--- src/rtl/exe_unit_arbiter.sv ---
// Two-requester arbiter in front of a single exe unit: req/gnt/done handshake, round-robin on ties.
// Define EXE_ARB_FIXED_PRIO_EN to make requester 0 always win a tie instead.
module exe_unit_arbiter #(
  parameter int m   = 4,
  parameter int n   = 2,
  parameter int LAT = 1
) (
  input  logic         i_clk,
  input  logic         i_rsn,
  input  logic [1:0]   i_req,
  input  logic [n-1:0] i_oper0,
  input  logic [m-1:0] i_argA0,
  input  logic [m-1:0] i_argB0,
  input  logic [n-1:0] i_oper1,
  input  logic [m-1:0] i_argA1,
  input  logic [m-1:0] i_argB1,
  output logic [1:0]   o_gnt,
  output logic [1:0]   o_done,
  output logic         o_busy,
  output logic [m-1:0] o_result,
  output logic [3:0]   o_status,
  output logic [n-1:0] o_exe_oper,
  output logic [m-1:0] o_exe_argA,
  output logic [m-1:0] o_exe_argB,
  input  logic [m-1:0] i_exe_result,
  input  logic [3:0]   i_exe_status
);

  typedef enum logic [1:0] {IDLE = 2'd0, WAIT = 2'd1, DONE = 2'd2} state_e;

  localparam logic [3:0] LAT_C = 4'(LAT);

  state_e       state_q, state_d;
  logic [3:0]   cnt_q, cnt_d;
  logic         last_q, last_d;
  logic         win;
  logic [1:0]   gnt_q, gnt_d;
  logic [1:0]   done_q, done_d;
  logic         busy_q, busy_d;
  logic [m-1:0] result_q, result_d;
  logic [3:0]   status_q, status_d;
  logic [n-1:0] exe_oper_q, exe_oper_d;
  logic [m-1:0] exe_arga_q, exe_arga_d;
  logic [m-1:0] exe_argb_q, exe_argb_d;

  // last_q is both the round-robin pointer and the owner of the op in flight
  always_comb begin
`ifdef EXE_ARB_FIXED_PRIO_EN
    win = ~i_req[0];
`else
    win = (i_req == 2'b11) ? ~last_q : i_req[1];
`endif
  end

  always_comb begin
    state_d    = state_q;
    cnt_d      = cnt_q;
    last_d     = last_q;
    gnt_d      = 2'b00;
    done_d     = 2'b00;
    busy_d     = busy_q;
    result_d   = result_q;
    status_d   = status_q;
    exe_oper_d = exe_oper_q;
    exe_arga_d = exe_arga_q;
    exe_argb_d = exe_argb_q;
    case (state_q)
      IDLE: begin
        if (|i_req) begin
          gnt_d      = win ? 2'b10 : 2'b01;
          exe_oper_d = win ? i_oper1 : i_oper0;
          exe_arga_d = win ? i_argA1 : i_argA0;
          exe_argb_d = win ? i_argB1 : i_argB0;
          busy_d     = 1'b1;
          cnt_d      = 4'd0;
          last_d     = win;
          state_d    = WAIT;
        end
      end
      WAIT: begin
        cnt_d = cnt_q + 4'd1;
        if (cnt_q == LAT_C) begin
          result_d = i_exe_result;
          status_d = i_exe_status;
          done_d   = last_q ? 2'b10 : 2'b01;
          state_d  = DONE;
        end
      end
      DONE: begin
        busy_d  = 1'b0;
        state_d = IDLE;
      end
      default: begin
        busy_d  = 1'b0;
        state_d = IDLE;
      end
    endcase
  end

  always_ff @(posedge i_clk or posedge i_rsn) begin
    if (i_rsn) begin
      state_q    <= IDLE;
      cnt_q      <= 4'd0;
      last_q     <= 1'b1;
      gnt_q      <= 2'b00;
      done_q     <= 2'b00;
      busy_q     <= 1'b0;
      result_q   <= '0;
      status_q   <= 4'b0000;
      exe_oper_q <= '0;
      exe_arga_q <= '0;
      exe_argb_q <= '0;
    end else begin
      state_q    <= state_d;
      cnt_q      <= cnt_d;
      last_q     <= last_d;
      gnt_q      <= gnt_d;
      done_q     <= done_d;
      busy_q     <= busy_d;
      result_q   <= result_d;
      status_q   <= status_d;
      exe_oper_q <= exe_oper_d;
      exe_arga_q <= exe_arga_d;
      exe_argb_q <= exe_argb_d;
    end
  end

  assign o_gnt      = gnt_q;
  assign o_done     = done_q;
  assign o_busy     = busy_q;
  assign o_result   = result_q;
  assign o_status   = status_q;
  assign o_exe_oper = exe_oper_q;
  assign o_exe_argA = exe_arga_q;
  assign o_exe_argB = exe_argb_q;

endmodule

--- config.mk ---
export PLATFORM = sky130hd
export DESIGN_NAME = exe_unit_arbiter
export DESIGN_NICKNAME = d
export VERILOG_FILES = /design/src/rtl/exe_unit_arbiter.sv
export SDC_FILE = /design/constraint.sdc
export NUM_CORES = 1
export LEC_CHECK = 0
export ABC_CLOCK_PERIOD_IN_PS = 2000
export CAP_MARGIN = 30
export CORE_UTILIZATION = 42
export DETAILED_ROUTE_END_ITERATION = 10
export PLACE_DENSITY = 0.77
export SYNTH_ARGS = -nofsm -noshare
export SYNTH_HDL_FRONTEND = slang
export SYNTH_SLANG_ARGS = --single-unit
--- constraint.sdc ---
create_clock -name i_clk -period 2 [get_ports i_clk]
set_input_delay 0.3 -clock i_clk [delete_from_list [all_inputs] [get_ports i_clk]]
set_output_delay 0.3 -clock i_clk [all_outputs]
set_load 0.02 [all_outputs]
==> flow_summary.ini, run 1 <==
[timing]
setup_viol = 0
tightestPinTransition_ns = 0.451
fmax_mhz = 590
relSlewSlack = 0.698
post-route-min-period_ns = 1.70
skew_ns = 0.0106
hold_viol = 0
slew_violations = 0
grt_setup_unrepaired = false
period_share = 0.848
setup_tns_ns = 0

[synth]
synth.top_cell.area_share = 0.531
yosysUniqueCellTypes = 26
synthAdderAreaFrac = 0.0183
post-synth-top-count-cell = dfrtp_1
synth-seq-area-share = 0.550
synthTopCellsByArea = dfrtp_1, mux2_4, mux2_2
synth-edff-count = 0
synth_top_cells_by_count = dfrtp_1, mux2_4, mux2_2
synth_top_area_cell = dfrtp_1
synth_compound_area_frac = 0.0485
synth_area_sq_mm = 0.00137
syn_avg_cell_area_sq_um = 14.5
synthXorXnorAreaFrac = 0.00641
synthesis.nets = 128
async_flop_share = 1.00
synthMuxAreaShare = 0.282
ys_seq_elements = 30
synth_top_family_by_area = multiplexers
synthSimpleGateAreaFrac = 0.0668
yosysWarnings = 0
ys.flop_type = dfrtp_1
netlist_instances = 94

[floorplan]
initial_utilization = 0.444
core_area_sq_mm = 0.00308
die_y_um = 59.0
rows = 20
io_pins = 55
die_width_um = 59.0
dieArea_sq_mm = 0.00349

[clock_tree]
clkTransAtPathRegs_ns = 0.09
tritoncts = built
cts_setup_buffers = 0
clkLatencyLatePin_ns = 0.32
cts_hold_buf = 0
cts_root_buffer = clkbuf_4
cts_max_level = 2
numCtsBuffers = 5
cts.sinks = 30
cts_resized = 0
cts_buffer_depth = 2

[global_routing]
grt_overflow = 0
grtUsageTotal = 0.178
grt_pass1_vias = 1006
grt_first_pass_wirelength_um = 4480
antenna_found_initial = 0
grt_start_max_net_pins = 31

[cells_and_area]
final_area_sq_mm = 0.00201
drive_gt1_frac = 0.265
final.fill_count = 235
num-nets-final = 188
diodes = 0
syn_to_final_growth_pct = 46.9

[route]
drt-pass1-iter-count = 2
ant_nets = 0
avgRoutedWirePerCell_um = 13.3
vias_per_cell = 4.77
drc = 0
drt_wl_total_um = 2650
drt-initial-drc-count = 15
vias = 950

[pwr]
vdd_drop_max_mv = 0.684
p_leak_nw = 0.902
cellPowerDensity_mw_per_mm2 = 1490

[worst_setup_path]
worst-path-max-fanout = 10
start_kind = flop
cp.required_ns = 2.20
cp.arrival_ns = 1.90
endpoint_kind = flop
worstSetupPathType = flop to flop

[outcome]
status = finished, final reports clean

[min_path]
hp-class = input pin to asynchronous set/reset pin

[placed_design]
dpl_cell_area_sq_mm = 0.00195
portBuffers = 54
dp_hpwl_um = 2010
place.gp.congestion = 0.797

[flow_run]
max_cap_viol_count = 0
state kept, by name (all words and copies together), names as in the netlist:
register,flops
o_gnt,2
o_busy,1
o_result,4
o_exe_oper,2
o_exe_argB,4
state_q,2
last_q,1
o_status,4
o_done,2
o_exe_argA,4
cnt_q,4
layout by cell type (no fill, tap or decap), drive strengths merged, types with 2 or more instances in the layout:
| cell | Yosys | routed |
|---|---|---|
| clkdlybuf4s50 | 0 | 54 |
| inv | 4 | 4 |
| nand2 | 2 | 2 |
| nor2 | 6 | 6 |
| mux2 | 28 | 28 |
| ha | 2 | 2 |
| dfrtp | 29 | 29 |
| o21ai | 5 | 5 |
| clkbuf | 0 | 7 |
area by class of cell:
class	count	area, sq um	area share
Clock buffer	7	55.1	0.0274
Clock inverter	1	5.00	0.00249
Inverter	4	15.0	0.00748
Multi-Input combinational cell	58	577	0.287
Sequential cell	30	752	0.375
Tap cell	44	55.1	0.0274
Timing Repair Buffer	55	548	0.273
metal layers:
layer,share of wire,track usage,wire [um],vias up
met4,0.018,0.0578,48,0
met2,0.47,0.295,1240,53
met5,0,0,0,-
li1,-,-,-,449
met1,0.42,0.201,1110,442
met3,0.097,0.0873,258,6
power by group:
part	total (W)	switching (W)	internal, W
Sequential	0.00109	0.000185	0.000900
Combinational	0.00154	0.000680	0.000863
Clock	0.000367	0.000197	0.000170
cells by family after synthesis:
kind of cell             after synthesis
adder cells (fa/ha/maj)                2
AO/OA/AOI/OAI                         10
multiplexers                          29
XOR/XNOR                               1
AND/OR/NAND/NOR                       16
flip-flops                            30
buffers and inverters                  6
stage by stage:
| stage | hold WS [ns] | setup WS, ns | utilization | instances | total power, W |
|---|---|---|---|---|---|
| finish | 0.348 | 0.305 | 0.652 | 199 | 0.00300 |
| global route | 0.380 | 0.0961 | 0.652 | 199 | 0.00319 |
| CTS | 0.352 | 0.295 | 0.652 | 199 | 0.00304 |
| detailed placement | 0.467 | 0.138 | 0.633 | 191 | 0.00265 |
| global placement | 0.461 | 0.168 | 0.633 | 191 | 0.00261 |
| floorplan | 0.370 | 0.515 | - | 94 | 0.00204 |
critical path, cell delays in order, from the launching register on:
cell     delay (ns)
dfrtp_1        0.42
inv_1          0.07
ha_1           0.13
nor3b_1        0.29
nand2_1        0.31
mux2_2         0.36
path summary, 6_finish.rpt:
kind / end / slack (ns) / startpoint / depth (start not counted)
setup reg to reg: o_status[3]$_DFFE_PP0P_ / 0.30 / cnt_q[1]$_DFFE_PP0P_ / 5
max in group asynchronous: last_q$_DFFE_PP1P_ / 1.34 / i_rsn / 3
min in group i_clk: cnt_q[3]$_DFFE_PP0P_ / 0.48 / cnt_q[3]$_DFFE_PP0P_ / 1
hold reg to reg: cnt_q[3]$_DFFE_PP0P_ / 0.48 / cnt_q[3]$_DFFE_PP0P_ / 1
setup / recovery: o_status[3]$_DFFE_PP0P_ / 0.30 / cnt_q[1]$_DFFE_PP0P_ / 5
hold / removal: cnt_q[3]$_DFFE_PP0P_ / 0.35 / i_rsn / 3
No activity file was read; power rests on OpenSTA's default activity.
==> inputs of run 2 (changes only) <==
--- a/config.mk
+++ b/config.mk
@@ -5,7 +5,7 @@
 export SDC_FILE = /design/constraint.sdc
 export NUM_CORES = 1
 export LEC_CHECK = 0
-export ABC_CLOCK_PERIOD_IN_PS = 2000
+export ABC_CLOCK_PERIOD_IN_PS = 1700
 export CAP_MARGIN = 30
 export CORE_UTILIZATION = 42
 export DETAILED_ROUTE_END_ITERATION = 10
==> constraint.sdc (replaced) <==
create_clock -name i_clk -period 1.7 [get_ports i_clk]
set_input_delay 0.255 -clock i_clk [delete_from_list [all_inputs] [get_ports i_clk]]
set_output_delay 0.255 -clock i_clk [all_outputs]
set_load 0.02 [all_outputs]
==> flow_summary.ini, run 2 (synthesis gave the netlist of run 1 again) <==
[placed_design]
place.gp.congestion = 0.843
portBuffers = 54
dp_cells = 198
dpl_cell_area_sq_mm = 0.00201
dp_hpwl_um = 2030

[timing]
fmax_mhz = 616
post-route-min-period_ns = 1.62
hold_viol = 0
period_share = 0.955
grt_setup_unrepaired = false
setup_viol = 0
slew_violations = 0
holdWs_ns = 0.256
skew_ns = 0.00696
relSlewSlack = 0.682
tightestPinTransition_ns = 0.476
setup_tns_ns = 0

[global_routing]
grt_use_met1 = 0.185
use_met3 = 0.0742
grt_pass1_vias = 975
top_usage_layer = met2
grtUsageTotal = 0.171
grt_first_pass_wirelength_um = 4290
use_met2 = 0.297
antenna_found_initial = 0
grt_start_max_net_pins = 21
grt_overflow = 0

[clock_tree]
cts_root_buffer = clkbuf_4
clkLatencyLatePin_ns = 0.32
cts_resized = 0
cts_hold_buf = 0
numCtsBuffers = 5
cts_setup_buffers = 0
cts_buffer_depth = 2
cts.sinks = 30
tritoncts = built
clkTransAtPathRegs_ns = 0.09
cts_max_level = 2

[cells_and_area]
final_common_cell = clkdlybuf4s50_1
drive_gt1_frac = 0.290
layout_common_cells = clkdlybuf4s50_1, dfrtp_1, mux2_4, mux2_2, buf_4
final_core_utilization = 0.673
final_cells = 206
diodes = 0
num-nets-final = 195
final_area_sq_mm = 0.00207
final.fill_count = 247
multi_input_area_sq_um = 577
seq_area_sq_um = 752
syn_to_final_growth_pct = 51.6

[pwr]
cellPowerDensity_mw_per_mm2 = 1730
p_leak_nw = 0.938
vdd_drop_max_mv = 0.924

[worst_setup_path]
rrSetupSlack_ns = 0.08
crit_chain = or2_2 -> nor2_4 -> mux2_2
cp.arrival_ns = 1.83
slowest_stage = dfrtp_1
worst-path-max-fanout = 13
cp.required_ns = 1.91
crit_path_max_incr_delay_ns = 0.39
start_kind = flop
r2r-start = state_q[0]$_DFFE_PP0P_
worstSetupPathType = flop to flop
endpoint_kind = flop
crit_start = state_q[0]$_DFFE_PP0P_

[floorplan]
core_area_sq_mm = 0.00308
die_y_um = 59.0
die_width_um = 59.0
rows = 20
dieArea_sq_mm = 0.00349
io_pins = 55
initial_utilization = 0.444

[min_path]
hp-class = input pin to asynchronous set/reset pin

[route]
avgRoutedWirePerCell_um = 12.8
drt-pass1-iter-count = 3
drt-initial-drc-count = 5
drc = 0
drt_wl_total_um = 2630
vias = 984
vias_per_cell = 4.78
ant_nets = 0

[outcome]
status = finished, final reports clean

[flow_run]
max_cap_viol_count = 0
-- run 2: cell count changes in the layout (fill, tap and decap cells not counted) --
cell	before	now
clkinv_2	1	0
buf_12	0	1
buf_4	1	7
clkbuf_1	1	2
-- run 2: worst max-delay path, delay by kind of cell (launching register included) --
family / cells / cell delay (ns)
flops: 1 / 0.39
mux: 1 / 0.39
simple gates: 2 / 0.75
-- run 2: worst paths after layout --
kind	endpoint	cells past startpoint
min in group i_clk	o_result[2]$_DFFE_PP0P_	1
worst min-delay path	o_gnt[1]$_DFF_PP0_	2
worst min register to register	o_result[2]$_DFFE_PP0P_	1
worst max-delay path	o_exe_oper[0]$_DFFE_PP0P_	3
max in group asynchronous	o_exe_argB[0]$_DFFE_PP0P_	3
worst max register to register	o_exe_oper[0]$_DFFE_PP0P_	3
-- run 2: layer usage --
layer / routed length [um] / share of wire / vias to the layer above
met3: 251 / 0.095 / 5
met5: 0 / 0 / -
met1: 1070 / 0.41 / 466
li1: - / - / 462
met4: 45 / 0.017 / 0
met2: 1260 / 0.48 / 51
-- run 2: stage by stage --
step	total power, W	worst slack (ns)
floorplan	0.00240	0.215
global placement	0.00315	-0.0720
detailed placement	0.00320	-0.103
CTS	0.00364	0.0543
global route	0.00383	0.00499
finish	0.00359	0.0761
-- run 2: layout make-up --
type	count	share of cell area
multi-input cells	58	0.279
repair buffers	62	0.296
clock buffers	8	0.0284
well taps	44	0.0266
inverters	4	0.00725
flip-flops and latches	30	0.363
-- run 2: where the power goes --
part | internal (W) | leakage, nW | total (W) | switching [W]
Sequential | 0.00106 | 0.362 | 0.00126 | 0.000198
Clock | 0.000204 | 0.0326 | 0.000420 | 0.000217
Combinational | 0.00108 | 0.544 | 0.00191 | 0.000833
==> inputs of run 3 (changes only) <==
--- a/config.mk
+++ b/config.mk
@@ -5,8 +5,9 @@
 export SDC_FILE = /design/constraint.sdc
 export NUM_CORES = 1
 export LEC_CHECK = 0
-export ABC_CLOCK_PERIOD_IN_PS = 1700
+export ABC_CLOCK_PERIOD_IN_PS = 1600
 export CAP_MARGIN = 30
+export CORE_MARGIN = 5
 export CORE_UTILIZATION = 42
 export DETAILED_ROUTE_END_ITERATION = 10
 export PLACE_DENSITY = 0.77
==> constraint.sdc (replaced) <==
create_clock -name i_clk -period 1.6 [get_ports i_clk]
set_input_delay 0.24 -clock i_clk [delete_from_list [all_inputs] [get_ports i_clk]]
set_output_delay 0.24 -clock i_clk [all_outputs]
set_load 0.02 [all_outputs]
==> flow_summary.ini, run 3 (synthesis gave the netlist of run 1 again) <==
[min_path]
hp-class = input pin to asynchronous set/reset pin

[clock_tree]
cts_buffer_depth = 2
numCtsBuffers = 5
clkLatencyLatePin_ns = 0.32
tritoncts = built
cts_root_buffer = clkbuf_4
cts_max_level = 2
clkTransAtPathRegs_ns = 0.09
cts.sinks = 30

[route]
vias_per_cell = 4.81
drt-pass1-iter-count = 4
drt_wl_total_um = 2920
avgRoutedWirePerCell_um = 13.7
vias = 1030
drt-initial-drc-count = 26
drc = 0
ant_nets = 0

[timing]
relSlewSlack = 0.768
tightestPinTransition_ns = 0.347
grt_setup_unrepaired = false
hold_viol = 0
period_share = 0.960
post-route-min-period_ns = 1.54
setup_tns_ns = 0
finalWorstSetupSlack_ns = 0.0647
skew_ns = 0.00354
fmax_mhz = 651
slew_violations = 0
setup_viol = 0
holdWs_ns = 0.194

[worst_setup_path]
r2r_end = o_exe_oper[0]$_DFFE_PP0P_
cp.required_ns = 1.81
crit_chain = a21bo_4 -> mux2_2 -> mux2_2
cp.arrival_ns = 1.74
worstRegToRegCells = 3
slowest_stage = dfstp_2
r2r-start = last_q$_DFFE_PP1P_
critPathTopFamily = multiplexers
endpoint_kind = flop
worstSetupPathType = flop to flop
worst-path-max-fanout = 12
crit_path_max_incr_delay_ns = 0.55
start_kind = flop
path_buf_inv = 0
rrSetupSlack_ns = 0.06
cp_common_cell = mux2_2

[cells_and_area]
final_core_utilization = 0.713
drive_gt1_frac = 0.335
layout_common_cells = clkdlybuf4s50_1, dfrtp_1, mux2_4, buf_4, mux2_2
num-nets-final = 203
diodes = 0
syn_to_final_growth_pct = 60.5
final_common_cell = clkdlybuf4s50_1

[floorplan]
rows = 20
core_area_sq_mm = 0.00308
initial_utilization = 0.444
die_width_um = 67.0
die_y_um = 67.0
dieArea_sq_mm = 0.00449
io_pins = 55

[placed_design]
dp_hpwl_um = 2300
post-place-ws_ns = -0.210
place.gp.congestion = 0.719
portBuffers = 54

[global_routing]
grt_pass1_vias = 1128
grt_start_max_net_pins = 24
antenna_found_initial = 0
grt_first_pass_wirelength_um = 5010
grt_overflow = 0
grtUsageTotal = 0.150

[pwr]
finalPower_w = 0.00432
p_leak_nw = 1.04
cellPowerDensity_mw_per_mm2 = 1970
vdd_drop_max_mv = 1.13

[flow_run]
max_cap_viol_count = 0

[outcome]
status = finished, final reports clean
## run 3: worst max path at each step
| stage | from | endpoint | slack [ns] | cells past startpoint |
|---|---|---|---|---|
| 3_3_place_gp | i_req[0] | o_exe_oper[1]$_DFFE_PP0P_ | -0.17 | 4 |
| 5_1_grt | o_exe_oper[0]$_DFFE_PP0P_ | o_exe_oper[0] | 0.005 | 1 |
| 4_1_cts | o_exe_argB[3]$_DFFE_PP0P_ | o_exe_argB[3] | 0.02 | 1 |
| 6_report | last_q$_DFFE_PP1P_ | o_exe_oper[0]$_DFFE_PP0P_ | 0.06 | 3 |
| 2_1_floorplan | last_q$_DFFE_PP1P_ | o_exe_argA[0]$_DFFE_PP0P_ | 0.12 | 4 |
| 3_5_place_dp | i_req[0] | o_exe_oper[0]$_DFFE_PP0P_ | -0.21 | 4 |
## run 3: per-layer routing
metal / global-route usage / part of all wire / up-vias
li1: - / - / 478
met4: 0.0456 / 0.0089 / 0
met5: 0 / 0 / -
met1: 0.159 / 0.39 / 488
met2: 0.250 / 0.46 / 60
met3: 0.0843 / 0.14 / 4
## run 3: what timing repair did
item / 4_1_cts / 5_1_grt
resized for setup: 0 / 4
hold buffers: 0 / 0
setup buffers: 4 / 0
endpoints found under the setup margin: 2 / 4
pin swaps: 1 / 0
## run 3: stage by stage
step	cells	cell area, sq um
after detailed placement	202	2040
after global placement	202	2040
after floorplan	94	1370
after global routing	214	2190
final	214	2190
after CTS	214	2180
## run 3: where the power goes
part | total (W) | internal [W] | switching, W
registers | 0.00130 | 0.00112 | 0.000179
logic | 0.00224 | 0.00128 | 0.000959
clock network | 0.000779 | 0.000529 | 0.000249
## run 3: cell type report
type | count | area (sq um)
Inverter | 4 | 15.0
Multi-Input combinational cell | 58 | 577
Fill cell | 218 | 885
Timing Repair Buffer | 70 | 683
Clock buffer | 6 | 51.3
Clock inverter | 2 | 60.1
Tap cell | 44 | 55.1
Sequential cell | 30 | 752
